[config.mk]
export PLATFORM = sky130hd
export DESIGN_NAME = load_store_unit
export DESIGN_NICKNAME = d
export VERILOG_FILES = /design/src/rtl/lsu_pkg.sv /design/src/rtl/lsu_align.sv /design/src/rtl/load_store_unit.sv
export SDC_FILE = /design/constraint.sdc
export NUM_CORES = 1
export LEC_CHECK = 0
export ABC_AREA = 1
export CAP_MARGIN = 20
export CORE_UTILIZATION = 50
export DETAILED_ROUTE_END_ITERATION = 10
export DONT_BUFFER_PORTS = 1
export GPL_TIMING_DRIVEN = 1
export PLACE_DENSITY = 0.63
export SYNTH_ARGS = -nofsm -noshare
export SYNTH_HDL_FRONTEND = slang
export SYNTH_SLANG_ARGS = --single-unit
[constraint.sdc]
create_clock -name clk -period 5.18 [get_ports clk]
set_input_delay 1.036 -clock clk [delete_from_list [all_inputs] [get_ports clk]]
set_output_delay 1.036 -clock clk [all_outputs]
set_load 0.01 [all_outputs]
[src/rtl/lsu_pkg.sv]
// rtl/lsu_pkg.sv - shared size encodings and state type for the load/store unit
package lsu_pkg;

    localparam logic [1:0] SZ_BYTE = 2'b00;
    localparam logic [1:0] SZ_HALF = 2'b01;
    localparam logic [1:0] SZ_WORD = 2'b10;
    localparam logic [1:0] SZ_ILL  = 2'b11;

    typedef enum logic [2:0] {
        IDLE,
        LOAD,
        STORE,
        RMW_RD,
        RMW_WR,
        RESP
    } lsu_state_e;

endpackage

[src/rtl/lsu_align.sv]
// rtl/lsu_align.sv - little-endian lane extraction for loads and lane merge for stores
module lsu_align
    import lsu_pkg::*;
(
    input  logic [31:0] word_i,
    input  logic [1:0]  addr_lo_i,
    input  logic [1:0]  size_i,
    input  logic        signed_i,
    input  logic [31:0] wdata_i,
    output logic [31:0] load_o,
    output logic [31:0] merged_o
);

    logic [4:0]  byte_pos;
    logic [4:0]  half_pos;
    logic [7:0]  byte_v;
    logic [15:0] half_v;

    assign byte_pos = {addr_lo_i, 3'b000};
    assign half_pos = {addr_lo_i[1], 4'b0000};
    assign byte_v   = word_i[byte_pos +: 8];
    assign half_v   = word_i[half_pos +: 16];

    // Right-align and extend the addressed lane; splice store data into that lane only.
    always_comb begin
        load_o   = word_i;
        merged_o = wdata_i;
        case (size_i)
            SZ_BYTE: begin
                load_o   = {{24{signed_i & byte_v[7]}}, byte_v};
                merged_o = word_i;
                merged_o[byte_pos +: 8] = wdata_i[7:0];
            end
            SZ_HALF: begin
                load_o   = {{16{signed_i & half_v[15]}}, half_v};
                merged_o = word_i;
                merged_o[half_pos +: 16] = wdata_i[15:0];
            end
            default: begin
                load_o   = word_i;
                merged_o = wdata_i;
            end
        endcase
    end

endmodule

[src/rtl/load_store_unit.sv]
// rtl/load_store_unit.sv - single-outstanding load/store unit with read-modify-write for sub-word stores
module load_store_unit
    import lsu_pkg::*;
#(
    parameter int MEM_WORDS = 256
) (
    input  logic        clk,
    input  logic        rst,
    input  logic        req_valid,
    output logic        req_ready,
    input  logic        req_write,
    input  logic [1:0]  req_size,
    input  logic        req_signed,
    input  logic [31:0] req_addr,
    input  logic [31:0] req_wdata,
    output logic        resp_valid,
    output logic [31:0] resp_rdata,
    output logic        resp_err,
    output logic        memread,
    output logic        memwrite,
    output logic [31:0] read_addr,
    output logic [31:0] write_addr,
    output logic [31:0] write_data,
    input  logic [31:0] read_data
);

    localparam logic [32:0] ADDR_LIMIT = 33'(4 * MEM_WORDS);

    lsu_state_e  state_q, state_d;
    logic        write_q, signed_q, err_q;
    logic [1:0]  size_q;
    logic [31:0] addr_q, wdata_q, rdata_q, rmw_q;
    logic        accept, req_err;
    logic [31:0] word_idx, align_word, load_val, merged_word;

    assign req_ready = (state_q == IDLE);
    assign accept    = req_valid & req_ready;
    assign req_err   = (req_size == SZ_ILL)
                     | ((req_size == SZ_HALF) & req_addr[0])
                     | ((req_size == SZ_WORD) & (req_addr[1:0] != 2'b00))
                     | ({1'b0, req_addr} >= ADDR_LIMIT);

    assign word_idx   = {2'b00, addr_q[31:2]};
    assign align_word = (state_q == RMW_WR) ? rmw_q : read_data;

    lsu_align u_align (
        .word_i    (align_word),
        .addr_lo_i (addr_q[1:0]),
        .size_i    (size_q),
        .signed_i  (signed_q),
        .wdata_i   (wdata_q),
        .load_o    (load_val),
        .merged_o  (merged_word)
    );

    // Memory strobes and addresses are pure decodes of the state; idle buses read as zero.
    assign memread    = (state_q == LOAD) | (state_q == RMW_RD);
    assign memwrite   = (state_q == STORE) | (state_q == RMW_WR);
    assign read_addr  = memread ? word_idx : 32'h0;
    assign write_addr = memwrite ? word_idx : 32'h0;
    assign write_data = (state_q == STORE)  ? wdata_q :
                        (state_q == RMW_WR) ? merged_word : 32'h0;

    // Store and rejected responses report zero; otherwise the last load result stays visible.
    assign resp_valid = (state_q == RESP);
    assign resp_err   = resp_valid & err_q;
    assign resp_rdata = (resp_valid & (write_q | err_q)) ? 32'h0 : rdata_q;

    // Next-state selection: errors skip memory entirely, sub-word stores go through RMW.
    always_comb begin
        state_d = state_q;
        case (state_q)
            IDLE: begin
                if (accept) begin
                    if (req_err)                  state_d = RESP;
                    else if (!req_write)          state_d = LOAD;
                    else if (req_size == SZ_WORD) state_d = STORE;
                    else                          state_d = RMW_RD;
                end
            end
            LOAD:    state_d = RESP;
            STORE:   state_d = RESP;
            RMW_RD:  state_d = RMW_WR;
            RMW_WR:  state_d = RESP;
            RESP:    state_d = IDLE;
            default: state_d = IDLE;
        endcase
    end

    // State register; reset aborts any access in flight.
    always_ff @(posedge clk or posedge rst) begin
        if (rst) state_q <= IDLE;
        else     state_q <= state_d;
    end

    // Request capture on acceptance, load result and RMW read word captured at end of their cycles.
    always_ff @(posedge clk or posedge rst) begin
        if (rst) begin
            write_q  <= 1'b0;
            signed_q <= 1'b0;
            err_q    <= 1'b0;
            size_q   <= 2'b00;
            addr_q   <= 32'h0;
            wdata_q  <= 32'h0;
            rdata_q  <= 32'h0;
            rmw_q    <= 32'h0;
        end else begin
            if (accept) begin
                write_q  <= req_write;
                signed_q <= req_signed;
                err_q    <= req_err;
                size_q   <= req_size;
                addr_q   <= req_addr;
                wdata_q  <= req_wdata;
            end
            if (state_q == LOAD)   rdata_q <= load_val;
            if (state_q == RMW_RD) rmw_q   <= read_data;
        end
    end

endmodule

=== After elaboration in Yosys (flattened, before gate mapping) ===
Index checks and enable logic that the tools add are counted.

* Shift operators: 6
* $add $sub $neg: 2
* Magnitude comparators: 1
* Bitwise logic cells: 13
* Mux-type cells: 15
* Equal/unequal tests: 10
* Reductions and logical operators: 4

{| class="wikitable"
|+ Operators by type and width
! operator !! count
|-
| two-way mux 32 bit || 4
|-
| one-hot mux 32 bit (2 select lines) || 2
|-
| bitwise mux 32 bit || 2
|-
| two-way mux 30 bit || 2
|-
| greater-or-equal comparator 32 x 11 -> 1 bit (second input constant) || 1
|-
| variable shift 16 x 7 -> 32 bit (first input constant) || 1
|-
| variable shift 8 x 7 -> 32 bit (first input constant) || 1
|-
| variable part select 16 x 7 -> 32 bit || 1
|-
| variable part select 32 x 6 -> 16 bit || 1
|-
| variable part select 32 x 6 -> 8 bit || 1
|-
| variable part select 8 x 7 -> 32 bit || 1
|-
| negation 5 -> 7 bit || 2
|-
| one-hot mux 3 bit (3 select lines) || 1
|-
| AND 1 bit || 7
|-
| equality test 3 x 2 -> 1 bit (second input constant) || 2
|-
| equality test 3 bit (second input constant) || 2
|-
| two-way mux 3 bit || 2
|-
| OR 1 bit || 6
|-
| equality test 2 x 1 -> 1 bit (second input constant) || 2
|-
| equality test 2 bit (second input constant) || 2
|-
| equality test 3 x 1 -> 1 bit (second input constant) || 1
|-
| logical NOT 3 bit || 1
|-
| OR reduction 3 bit || 1
|-
| logical NOT 2 bit || 1
|-
| 4 further kinds || 4
|}

* Output and inout port bits: 133
* Flip-flop bits (word level): 136
* Word-level logic and storage cells: 60
* Input bits: 103

=== Longest topological paths before layout ===
Gate-level depths: netlist (run 1).

* Word-level depth: 8
* Depth in mapped cells: 12
* Gate-level depth less buffers: 11

=== Hierarchy ===
A second synthesis (run 1) with hierarchy kept.

* Cells, all modules: 1277
* Area total of the unflattened synthesis: 8439.3 um^2

{| class="wikitable"
|+ By module, submodules not included
! module !! area an instance (um^2) !! sequential area each (um^2) !! times used !! cells each
|-
| load_store_unit || 6602.6 || 3403.3 || 1 || 874
|-
| lsu_align || 1836.8 || 0.0 || 1 || 403
|}

=== Worst setup path after synthesis (run 1) ===
OpenSTA, ideal clock, no wires.

* Path kind: register -> output
* Start point: register addr_q[1]
* End point: output port write_data[0]
* Slack: 2220 ps
* Data arrival time: 1924 ps
* Path buffers: 2
* Required time: 4144 ps
* Cell stages (with the launch flop): 11
* Cell sequence: dfrtp_1 > inv_2 > clkbuf_1 > ha_1 > clkbuf_1 > nand3_1 > inv_1 > nand2_1 > o211ai_1 > o211ai_1 > o21ai_0

* Cells in the longest elaborated chain, start to end: 6
* Elaborated cells on any way between the ends: 11
* Classes of those cells: add/sub: 2; shift: 4; mux: 5

{| class="wikitable"
|+ RTL lines
! item !! line !! text
|-
| start: declaration || load_store_unit.sv:32 || <nowiki>logic [31:0] addr_q, wdata_q, rdata_q, rmw_q;</nowiki>
|-
| start signal: assignment || load_store_unit.sv:113 || <nowiki>addr_q <= req_addr;</nowiki>
|-
| negation 5 -> 7 bit (on tied branches) || lsu_align.sv:37, lsu_align.sv:32 ||
|-
| variable part select 16 x 7 -> 32 bit (tied with other cells) || lsu_align.sv:37 || <nowiki>merged_o[half_pos +: 16] = wdata_i[15:0];</nowiki>
|-
| bitwise mux 32 bit (on tied branches) || lsu_align.sv:37, lsu_align.sv:32 ||
|-
| one-hot mux 32 bit (2 select lines) (*) || lsu_align.sv:28 || <nowiki>case (size_i)</nowiki>
|-
| two-way mux 32 bit (*) || load_store_unit.sv:62 || <nowiki>(state_q == RMW_WR) ? merged_word : 32'h0;</nowiki>
|-
| two-way mux 32 bit (*) || load_store_unit.sv:61 || <nowiki>assign write_data = (state_q == STORE) ? wdata_q :</nowiki>
|-
| end: declaration || load_store_unit.sv:23 || <nowiki>output logic [31:0] write_data,</nowiki>
|}

Mark *: on every way between the ends. The rest lies on a longest branch, timed or not.

=== Final worst setup path (run 1) ===
* Start point: register addr_q[1]
* End point: output port write_data[18]

The elaborated chain is that of the path after synthesis.

==> results of run 1 <==
[worst min-delay path: stages (launching register included)]
cell and delay [ns]:
dfrtp_1 0.34, nand2_1 0.06, nand2_1 0.05
[worst min path at each step]
stage | slack, ns | end | from
floorplan | 0.44 | rmw_q[15]$_DFFE_PP0P_ | rmw_q[15]$_DFFE_PP0P_
CTS | 0.49 | rdata_q[9]$_DFFE_PP0N_ | rdata_q[9]$_DFFE_PP0N_
detailed placement | 0.47 | rdata_q[9]$_DFFE_PP0N_ | rdata_q[9]$_DFFE_PP0N_
global placement | 0.46 | rmw_q[4]$_DFFE_PP0P_ | rmw_q[4]$_DFFE_PP0P_
global route | 0.51 | addr_q[28]$_DFFE_PP0P_ | addr_q[28]$_DFFE_PP0P_
finish | 0.48 | rdata_q[9]$_DFFE_PP0N_ | rdata_q[9]$_DFFE_PP0N_
[cell usage in the layout (no fill, tap or decap), drive strengths merged]
master      n
nor2      111
or2         2
bufinv      4
o22ai      34
o21ai     192
conb        4
nand3      70
a21oi      24
inv       238
o221ai      3
buf         8
dfrtp     136
ha          5
o211ai     25
o31ai       1
nand3b      3
clkinv      5
nand4      15
clkinvlp    2
clkbuf     20
nor3        4
nand2     358
a31oi       1
[per-stage QoR]
step                area (um2)  power, mW  worst slack (ns)
floorplan                 8640       4.12             0.505
global placement          8590       4.76              1.55
detailed placement        8590       4.80              1.49
CTS                       9230       6.15              1.02
global route              9230       6.61             0.729
finish                    9230       6.16             0.931
[power by group]
group | switching, mW | internal, mW
clock network | 0.497 | 0.839
logic | 2.25 | 0.829
registers | 0.283 | 1.46
[layer usage]
layer  GRT usage, %  vias up  routed length [um]
met1           40.2     3733               11200
met5              0        -                   0
li1               -     3984                   -
met2           46.8      400               12000
met4           14.2        0                1070
met3           5.82       63                2140
[cell families after synthesis]
logic type,count (synthesis),synth area share (%)
AND/OR/NAND/NOR,563,26.9
flip-flops,136,39.4
AO/OA/AOI/OAI,280,17.9
buffers and inverters,317,15.0
adder cells (fa/ha/maj),5,0.725
other,1,0.0434
[final cells by class]
cell class              count  area [um2]  area share, %
multi-input cells         852        3950           42.8
flip-flops and latches    136        3400           36.9
inverters                 237         895           9.69
clock buffers              20         457           4.95
well taps                 220         275           2.98
clock inverters            12         188           2.03
repair buffers              8        60.1          0.651
[registers in the layout, indices dropped and copies added (netlist names)]
name,cells
size_q,2
err_q,1
rmw_q,32
addr_q,32
write_q,1
wdata_q,32
rdata_q,32
state_q,3
signed_q,1
==> results.md, run 1 <==
* Die area at 0.0178 mm2
* Io pins at 236
* Site Rows at 47
* Number of global-route vias before repair at 7218
* DRT antenna net count at 0
* CP dominant cell by count: nand2_1
* Worst clock skew at 0.00971 ns
* Post-route clock period utilization at 82.0%
* Slew Limit Fails at 0
* CP Launch Type: flop
* Slew HR at 35.4%
* P&R area growth vs syn at 6.93%
* Layout Cells excl Fill at 1485
* Worst Setup EP: write_data[18]
* CP startpoint: addr_q[1]$_DFFE_PP0P_
* Share of the synthesized area in the top cell type at 39.4%
* Clock sink count at 136
* Asr flop ratio synth at 100%
* Maximum VDD drop at 0.331 mV
* Reg clk slew, reported paths at 0.06 ns
* Slowest CP cell: dfrtp_1
* Cell depth of the worst setup path at 8
* Library cells used by synthesis at 33
* Placeable Area at 0.0167 mm2
* F_max at 235 MHz
* Critical Path Fanout Max at 28
* Worst-skew pair later-pin latency at 0.42 ns
* Routability cong. at 0.949
* Hold_buf cts at 0
* Worst r2r src: state_q[2]$_DFFE_PP0P_
* WHS at 0.481 ns
* Clk buf depth at 2
* Hold Path Depth at 2
* Number of flops mapped to enable cells by yosys at 0
* Post-Syn Instances at 1302
* Fill cells at 1674
* Worst Tran Pin Value at 0.968 ns
* Initial Utilization at 51.7%
* Final setup violating endpoints at 0
* Max-cap violations at 0
* Nets at 1360
* CTS buffer count at 17
* Mapped Area at 0.00863 mm2
* Antenna diodes at 0
* Arr. time, crit path at 3.21 ns
* Post-Syn Area per Cell at 6.63 um2
* Hold crit path type: reg2reg
* CTS tree: yes
* H-Tree Depth at 4
* R2r worst-path depth at 7
* Critical path's top delay family: flip-flops
* Yosys warnings at 0
* Synth area leaders: dfrtp_1, nand2_1, inv_1, o21ai_0, nor2_1
* Initial drt markers at 821
* Setup TNS at 0 ns
* Leakage at 4.84 nW
* Antenna violations before repair at 0
* #FFs+latches synth at 136
* Sequential-to-total area share from yosys stat at 39.4%
* Critical path type: reg2out
* Port-buffer cells at 0
* Dpl cells at 1453
* CP max stage delay at 0.88 ns
* Worst path required time at 4.14 ns
* Largest area contributor in the netlist: dfrtp_1
* Share of cells above drive strength 1 at 5.30%
* Remaining DRCs at 0
* Status: finished clean
* Total number of vias at 8180
* RSZ-0062 raised after global routing: false
* Synth cell count leaders: nand2_1, inv_1, o21ai_0
* Reg2reg end: state_q[0]$_DFFE_PP0P_
* Via-per-instance ratio at 5.51
* Final Hold Viols at 0
* DP HPWL at 18.9 mm
* Drt wl/cell at 17.8 um
* Pwr Density at 667 mW/mm2
* CTS root buf: clkbuf_16
* First-pass GRT wire length at 40.5 mm
* Register-to-register setup slack at 1.77 ns
* Setup crit end kind: output port
* Total grt overflow at 0
* Post-CTS resize count at 0
* Crit path buf inv count at 1
* Largest net degree at the start of global routing at 105
* Final Util at 55.3%
* Most frequent cell after synthesis: nand2_1
* Die H at 133 um
* Die width at 133 um
* DR pass1 iterations at 5
* Final wirelength at 26.4 mm
* Synth Flop Type: dfrtp_1
* Min Tclk post-route at 4.25 ns
* Setup bufs post-CTS at 0
* GR Util All Layers at 30.0%
* Crit path cell chain: inv_2 -> ha_1 -> nand4_1 -> o22ai_1 -> nand2_1 -> nand3_1 -> nand2_1 -> o21ai_0
Power figures use the tool's default switching activity.
==> inputs of run 2 (changes only) <==
--- a/config.mk
+++ b/config.mk
@@ -5,7 +5,7 @@
 export SDC_FILE = /design/constraint.sdc
 export NUM_CORES = 1
 export LEC_CHECK = 0
-export ABC_AREA = 1
+export ABC_AREA = 0
 export CAP_MARGIN = 20
 export CORE_UTILIZATION = 50
 export DETAILED_ROUTE_END_ITERATION = 10
==> constraint.sdc (replaced) <==
create_clock -name clk -period 4.18 [get_ports clk]
set_input_delay 0.836 -clock clk [delete_from_list [all_inputs] [get_ports clk]]
set_output_delay 0.836 -clock clk [all_outputs]
set_load 0.01 [all_outputs]
==> run 2 against run 1 <==
Against the previous run: via count down 19%; first-iteration DRC count down 28%; power up 22%; synthesized cell count down 36%; utilization up 1.7 points; die area down 4.5%; area after synthesis down 4.6%; clock-buffer cell count up 5; critical path type unchanged; critical endpoint is now write_data[8]; largest cell class unchanged; highest routed layer unchanged.
==> results.md, run 2 <==
* Clock sink count at 136 (unchanged)
* Status: finished clean (unchanged)
* Setup TNS at 0 ns (unchanged)
* RSZ-0062 raised after global routing: false (unchanged)
* Die width at 130 um (was 133 um)
* Fill cells at 1457 (was 1674)
* Remaining DRCs at 0 (unchanged)
* Clock power frac at 19.8% (was 21.7%)
* GR Layer Usage met2 at 49.4% (was 46.8%)
* Slew HR at 29.3% (was 35.4%)
* Synth area leaders: dfrtp_1, mux2_2, nor2b_1, a21oi_1, mux2i_1 (was dfrtp_1, nand2_1, inv_1, o21ai_0, nor2_1)
* Number of flops mapped to enable cells by yosys at 0 (unchanged)
* Port-buffer cells at 0 (unchanged)
* DR pass1 iterations at 5 (unchanged)
* Total grt overflow at 0 (unchanged)
* Pwr Density at 825 mW/mm2 (was 667 mW/mm2)
* Largest net degree at the start of global routing at 137 (was 105)
* Commonest non-fill, non-tap cell in the layout: dfrtp_1 (was nand2_1)
* Worst clock skew at 0.0121 ns (was 0.00971 ns)
* Initial drt markers at 595 (was 821)
* WHS at 0.455 ns (was 0.481 ns)
* Worst-skew pair later-pin latency at 0.43 ns (was 0.42 ns)
* Critical path type: reg2out (unchanged)
* H-Tree Depth at 4 (unchanged)
* Hold_buf cts at 0 (unchanged)
* Initial Utilization at 51.5% (was 51.7%)
* Most frequent cell after synthesis: dfrtp_1 (was nand2_1)
* Hold crit path type: in2async (was reg2reg)
* #FFs+latches synth at 136 (unchanged)
* Total number of vias at 6664 (was 8180)
* Routability cong. at 0.961 (was 0.949)
* Post-Syn Area per Cell at 9.94 um2 (was 6.63 um2)
* Antenna violations before repair at 3 (was 0)
* Register-to-register setup slack at 0.81 ns (was 1.77 ns)
* Synth cell count leaders: dfrtp_1, mux2_2, a21oi_1 (was nand2_1, inv_1, o21ai_0)
* First-pass GRT wire length at 37.9 mm (was 40.5 mm)
* Final setup violating endpoints at 0 (unchanged)
* Io pins at 236 (unchanged)
* Library cells used by synthesis at 53 (was 33)
* Pwr Total at 7.52 mW (was 6.16 mW)
* Slew Limit Fails at 0 (unchanged)
* Comb pwr share at 49.6% (was 50.0%)
* Setup crit end kind: output port (unchanged)
* Max-cap violations at 0 (unchanged)
* P&R area growth vs syn at 10.6% (was 6.93%)
* Most frequent cells in the layout: dfrtp_1, mux2_2, a21oi_1, nor2b_1, nand2_1 (was nand2_1, inv_1, o21ai_0, dfrtp_1, nor2_1)
* Worst path required time at 3.34 ns (was 4.14 ns)
* CTS buffer count at 17 (unchanged)
* Placeable Area at 0.0160 mm2 (was 0.0167 mm2)
* Critical Path Fanout Max at 13 (was 28)
* Clk buf depth at 2 (unchanged)
* Internal at 4.22 mW (was 3.13 mW)
* Maximum VDD drop at 0.415 mV (was 0.331 mV)
* Final Hold Viols at 0 (unchanged)
* Largest area contributor in the netlist: dfrtp_1 (unchanged)
* Share of the synthesized area in the top cell type at 41.3% (was 39.4%)
* Min Tclk post-route at 4.01 ns
* Leakage at 3.63 nW (was 4.84 nW)
* Share of cells above drive strength 1 at 23.2% (was 5.30%)
* Nets at 933 (was 1360)
* Busiest layer in global routing: met2 (unchanged)
* Die H at 130 um (was 133 um)
* Sequential Power Share at 30.6% (was 28.3%)
* F_max at 250 MHz
* Drt wl/cell at 24.0 um (was 17.8 um)
* Switching Share at 43.8% (was 49.2%)
* CP Launch Type: flop (unchanged)
* Arr. time, crit path at 3.17 ns (was 3.21 ns)
* DRT antenna net count at 0 (unchanged)
* Final wirelength at 25.4 mm (was 26.4 mm)
* Mapped Area at 0.00824 mm2 (was 0.00863 mm2)
* Met3 GRT Util at 7.45% (was 5.82%)
* Post-route clock period utilization at 95.8%
* Post-CTS resize count at 0 (unchanged)
* Via-per-instance ratio at 6.31 (was 5.51)
* CTS root buf: clkbuf_16 (unchanged)
* Yosys warnings at 0 (unchanged)
* R2r worst-path depth at 5 (was 7)
* Site Rows at 46 (was 47)
* Sw power at 3.30 mW (was 3.03 mW)
* Asr flop ratio synth at 100% (unchanged)
* Synth Flop Type: dfrtp_1 (unchanged)
* Die area at 0.0170 mm2 (was 0.0178 mm2)
* Met1 usage at 39.1% (was 40.2%)
* Worst r2r src: state_q[0]$_DFFE_PP0P_ (was state_q[2]$_DFFE_PP0P_)
* Setup bufs post-CTS at 0 (unchanged)
* DP HPWL at 18.5 mm (was 18.9 mm)
* Reg2reg end: rdata_q[31]$_DFFE_PP0N_ (was state_q[0]$_DFFE_PP0P_)
* GR Util All Layers at 30.5% (was 30.0%)
* Worst Tran Pin Value at 1.06 ns (was 0.968 ns)
* Sequential-to-total area share from yosys stat at 41.3% (was 39.4%)
* Reg clk slew, reported paths at 0.06 ns (about the same)
* CTS tree: yes (unchanged)
* Post-Syn Instances at 829 (was 1302)
* Number of global-route vias before repair at 6443 (was 7218)
==> run 2: changes by cell type after synthesis, sizes merged, moves of 24 or more <==
cell / before / now
nand2: 358 / 59
inv: 235 / 12
o21ai: 192 / 41
mux2: 0 / 94
nor2b: 0 / 72
nor2: 111 / 41
nand3: 70 / 3
a21oi: 24 / 83
and2: 0 / 36
o22ai: 34 / 3
mux2i: 0 / 29
nand2b: 0 / 24
==> run 2: how the worst max path moves through the flow <==
stage	startpoint	end	slack, ns	depth (start not counted)
4_1_cts	state_q[0]$_DFFE_PP0P_	write_data[8]	0.22	6
2_1_floorplan	addr_q[1]$_DFFE_PP0P_	write_data[16]	1.02	6
3_5_place_dp	state_q[0]$_DFFE_PP0P_	write_data[8]	0.69	6
6_report	state_q[0]$_DFFE_PP0P_	write_data[8]	0.17	6
3_3_place_gp	state_q[0]$_DFFE_PP0P_	write_data[14]	0.81	6
5_1_grt	state_q[0]$_DFFE_PP0P_	write_data[8]	0.03	6
==> run 2: power groups by stage <==
stage,sequential (mW),combinational [mW],clock (mW)
finish,2.30,3.73,1.49
global route,2.36,4.04,1.56
CTS,2.29,3.70,1.51
detailed placement,2.31,3.68,0
global placement,2.30,3.64,0
floorplan,2.09,2.91,0
==> run 2: per-layer routing <==
| layer | part of all wire [%] | vias up |
|---|---|---|
| met5 | 0 | - |
| met4 | 3.2 | 0 |
| met3 | 7.7 | 47 |
| met2 | 47 | 326 |
| met1 | 42 | 3319 |
| li1 | - | 2972 |
==> run 2: cell families (layout without fill, tap and decap cells) <==
family / after synthesis / in the layout / synth area share, %
AO/OA/AOI/OAI: 215 / 215 / 17.5
adder cells (fa/ha/maj): 6 / 6 / 0.881
buffers and inverters: 78 / 84 / 4.27
multiplexers: 131 / 131 / 18.9
other: 1 / 6 / 0.0455
flip-flops: 136 / 136 / 41.3
AND/OR/NAND/NOR: 262 / 262 / 17.1
==> run 2: stage by stage <==
step	utilization, %	worst slack (ns)	cell area (um2)	cells
2_1_floorplan	-	1.02	8260	832
3_3_place_gp	53.3	0.810	8520	1021
3_5_place_dp	53.3	0.688	8520	1021
4_1_cts	56.9	0.221	9100	1053
5_1_grt	56.9	0.0268	9110	1054
6_report	57.0	0.175	9110	1056
==> run 2: area by class of cell <==
class	count	area, um2	share of cell area (%)
inverter	14	56.3	0.618
timing repair buffer	38	298	3.27
multi-input combinational	618	4500	49.4
clock buffer	25	485	5.33
sequential	136	3400	37.3
clock inverter	7	92.6	1.02
antenna	2	5.00	0.0549
tap	216	270	2.96
==> run 2: worst max-delay path: stages, from the launching register on <==
cell and delay [ns]:
dfrtp_1 0.51, nor3b_4 0.78, nand2_1 0.41, nor2_1 0.55, a22oi_1 0.17, o21ai_0 0.16, buf_4 0.18
==> inputs of run 3 (changes only) <==
==> constraint.sdc (replaced) <==
create_clock -name clk -period 4.18 [get_ports clk]
set_input_delay 1.254 -clock clk [delete_from_list [all_inputs] [get_ports clk]]
set_output_delay 1.254 -clock clk [all_outputs]
set_load 0.01 [all_outputs]
==> run 3 against run 2 <==
Against the previous run: clock skew rose by 0.0016 ns; maximum frequency increased by 1.1%; hold slack better by 0.051 ns; via count shrank 1.6%.
==> results.md, run 3 (same netlist as run 2, synthesis figures left out) <==
* Status: finished clean (unchanged)
* Worst Hold End: rmw_q[0]$_DFFE_PP0P_
* Hold_buf cts at 0 (unchanged)
* Number of global-route vias before repair at 6510 (was 6443)
* Setup crit end kind: output port (unchanged)
* Most frequent cells in the layout: dfrtp_1, mux2_2, a21oi_1, nor2b_1, nand2_1 (unchanged)
* First-pass GRT wire length at 38.1 mm (was 37.9 mm)
* Die width at 130 um (unchanged)
* Initial drt markers at 475 (was 595)
* Reg2reg end: rdata_q[30]$_DFFE_PP0N_ (was rdata_q[31]$_DFFE_PP0N_)
* Max-cap violations at 0 (unchanged)
* Drt wl/cell at 23.9 um (was 24.0 um)
* Register-to-register setup slack at 1.46 ns (was 0.81 ns)
* Io pins at 236 (unchanged)
* Share of cells above drive strength 1 at 24.2% (was 23.2%)
* RSZ-0062 raised after global routing: false (unchanged)
* Remaining DRCs at 0 (unchanged)
* Final wirelength at 25.3 mm (was 25.4 mm)
* Clock sink count at 136 (unchanged)
* R2r worst-path depth at 7 (was 5)
* Hold crit path type: reg2reg (was in2async)
* Slew HR at 37.2% (was 29.3%)
* Post-route clock period utilization at 94.7% (was 95.8%)
* P&R area growth vs syn at 11.9% (was 10.6%)
* Register area at 0.00340 mm2 (unchanged)
* DP HPWL at 18.5 mm (about the same)
* Largest net degree at the start of global routing at 88 (was 137)
* Final Util at 57.6% (was 57.0%)
* Slew Limit Fails at 0 (unchanged)
* H-Tree Depth at 4 (unchanged)
* GR Util All Layers at 30.6% (was 30.5%)
* Die H at 130 um (unchanged)
* CTS root buf: clkbuf_16 (unchanged)
* Die area at 0.0170 mm2 (unchanged)
* Worst clock skew at 0.0137 ns (was 0.0121 ns)
* Placeable Area at 0.0160 mm2 (unchanged)
* CTS tree: yes (unchanged)
* Fill cells at 1433 (was 1457)
* Initial Utilization at 51.5% (unchanged)
* Worst-skew pair later-pin latency at 0.43 ns (about the same)
* Pwr Density at 832 mW/mm2 (was 825 mW/mm2)
* Min Tclk post-route at 3.96 ns (was 4.01 ns)
* Area of the multi-input gates at 0.00451 mm2 (was 0.00450 mm2)
* F_max at 253 MHz (was 250 MHz)
* Final Hold Viols at 0 (unchanged)
* Hold Path Depth at 1
* Critical path type: reg2out (unchanged)
* Worst path required time at 2.93 ns (was 3.34 ns)
* Critical Path Fanout Max at 19 (was 13)
* Via-per-instance ratio at 6.19 (was 6.31)
* Nets at 938 (was 933)
* Clk buf depth at 2 (unchanged)
* HP Start: rmw_q[0]$_DFFE_PP0P_
* DRT antenna net count at 0 (unchanged)
* Commonest non-fill, non-tap cell in the layout: dfrtp_1 (unchanged)
* Total grt overflow at 0 (unchanged)
* Site Rows at 46 (unchanged)
* DR pass1 iterations at 6 (was 5)
* Post-CTS resize count at 0 (unchanged)
* Antenna violations before repair at 1 (was 3)
* Routability cong. at 0.977 (was 0.961)
* Worst Tran Pin Value at 0.942 ns (was 1.06 ns)
* Final setup violating endpoints at 0 (unchanged)
* Worst r2r src: state_q[0]$_DFFE_PP0P_ (unchanged)
* Maximum VDD drop at 0.463 mV (was 0.415 mV)
* Leakage at 3.70 nW (was 3.63 nW)
* Total number of vias at 6557 (was 6664)
* Setup bufs post-CTS at 0 (unchanged)
* Arr. time, crit path at 2.71 ns (was 3.17 ns)
* Port-buffer cells at 0 (unchanged)
* CP Launch Type: flop (unchanged)
* Reg clk slew, reported paths at 0.06 ns (about the same)
* Design area at 0.00922 mm2 (was 0.00911 mm2)
* Post-DP Area at 0.00855 mm2 (was 0.00852 mm2)
* CTS buffer count at 17 (unchanged)
* Setup TNS at 0 ns (unchanged)
-- run 3: changes by cell type in the layout (fill, tap and decap cells not counted), sizes merged --
cell	previous run	this run
diode	2	1
bufinv	2	3
buf	38	43
clkinv	4	5
clkinvlp	4	2
-- run 3: layout make-up --
cell class	count	area share, %
Clock buffer	25	5.59
Clock inverter	7	1.22
Multi-Input combinational cell	618	48.9
Inverter	14	0.611
Sequential cell	136	36.9
Timing Repair Buffer	43	3.85
Antenna cell	1	0.0271
Tap cell	216	2.93
-- run 3: critical path, stage by stage (launching register included) --
cell and delay (ns):
dfrtp_1 0.50, or3b_2 0.80, mux2_2 0.42, o221ai_1 0.12, a31o_2 0.22, o21ai_0 0.21
-- run 3: worst max path at each step --
stage	start	slack, ns	end	cells after the start
final	state_q[0]$_DFFE_PP0P_	0.22	write_data[1]	5
after CTS	state_q[0]$_DFFE_PP0P_	0.11	write_data[13]	7
after detailed placement	state_q[0]$_DFFE_PP0P_	0.57	write_data[13]	7
after floorplan	addr_q[1]$_DFFE_PP0P_	0.60	write_data[16]	6
after global placement	state_q[0]$_DFFE_PP0P_	0.55	write_data[1]	5
after global routing	addr_q[0]$_DFFE_PP0P_	0.006	write_data[22]	8
-- run 3: power by group --
group	leakage [nW]	internal [mW]	switching [mW]
clock network	0.309	1.03	0.567
registers	1.62	1.83	0.473
logic	1.77	1.51	2.26
total	3.70	4.37	3.30
-- run 3: metal layers --
layer | wire length [um] | global-route usage (%) | vias to the layer above
li1 | - | - | 2968
met2 | 12100 | 49.9 | 296
met1 | 10600 | 39.2 | 3264
met4 | 576 | 11.0 | 0
met3 | 2000 | 8.22 | 29
met5 | 0 | 0 | -
-- run 3: per-stage QoR --
step	total power [mW]	hold slack [ns]	worst slack [ns]	cells
2_1_floorplan	5.00	0.475	0.604	832
3_3_place_gp	5.96	0.486	0.555	1025
3_5_place_dp	6.02	0.495	0.566	1025
4_1_cts	7.64	0.507	0.108	1057
5_1_grt	8.15	0.520	0.00558	1059
6_report	7.67	0.506	0.220	1060
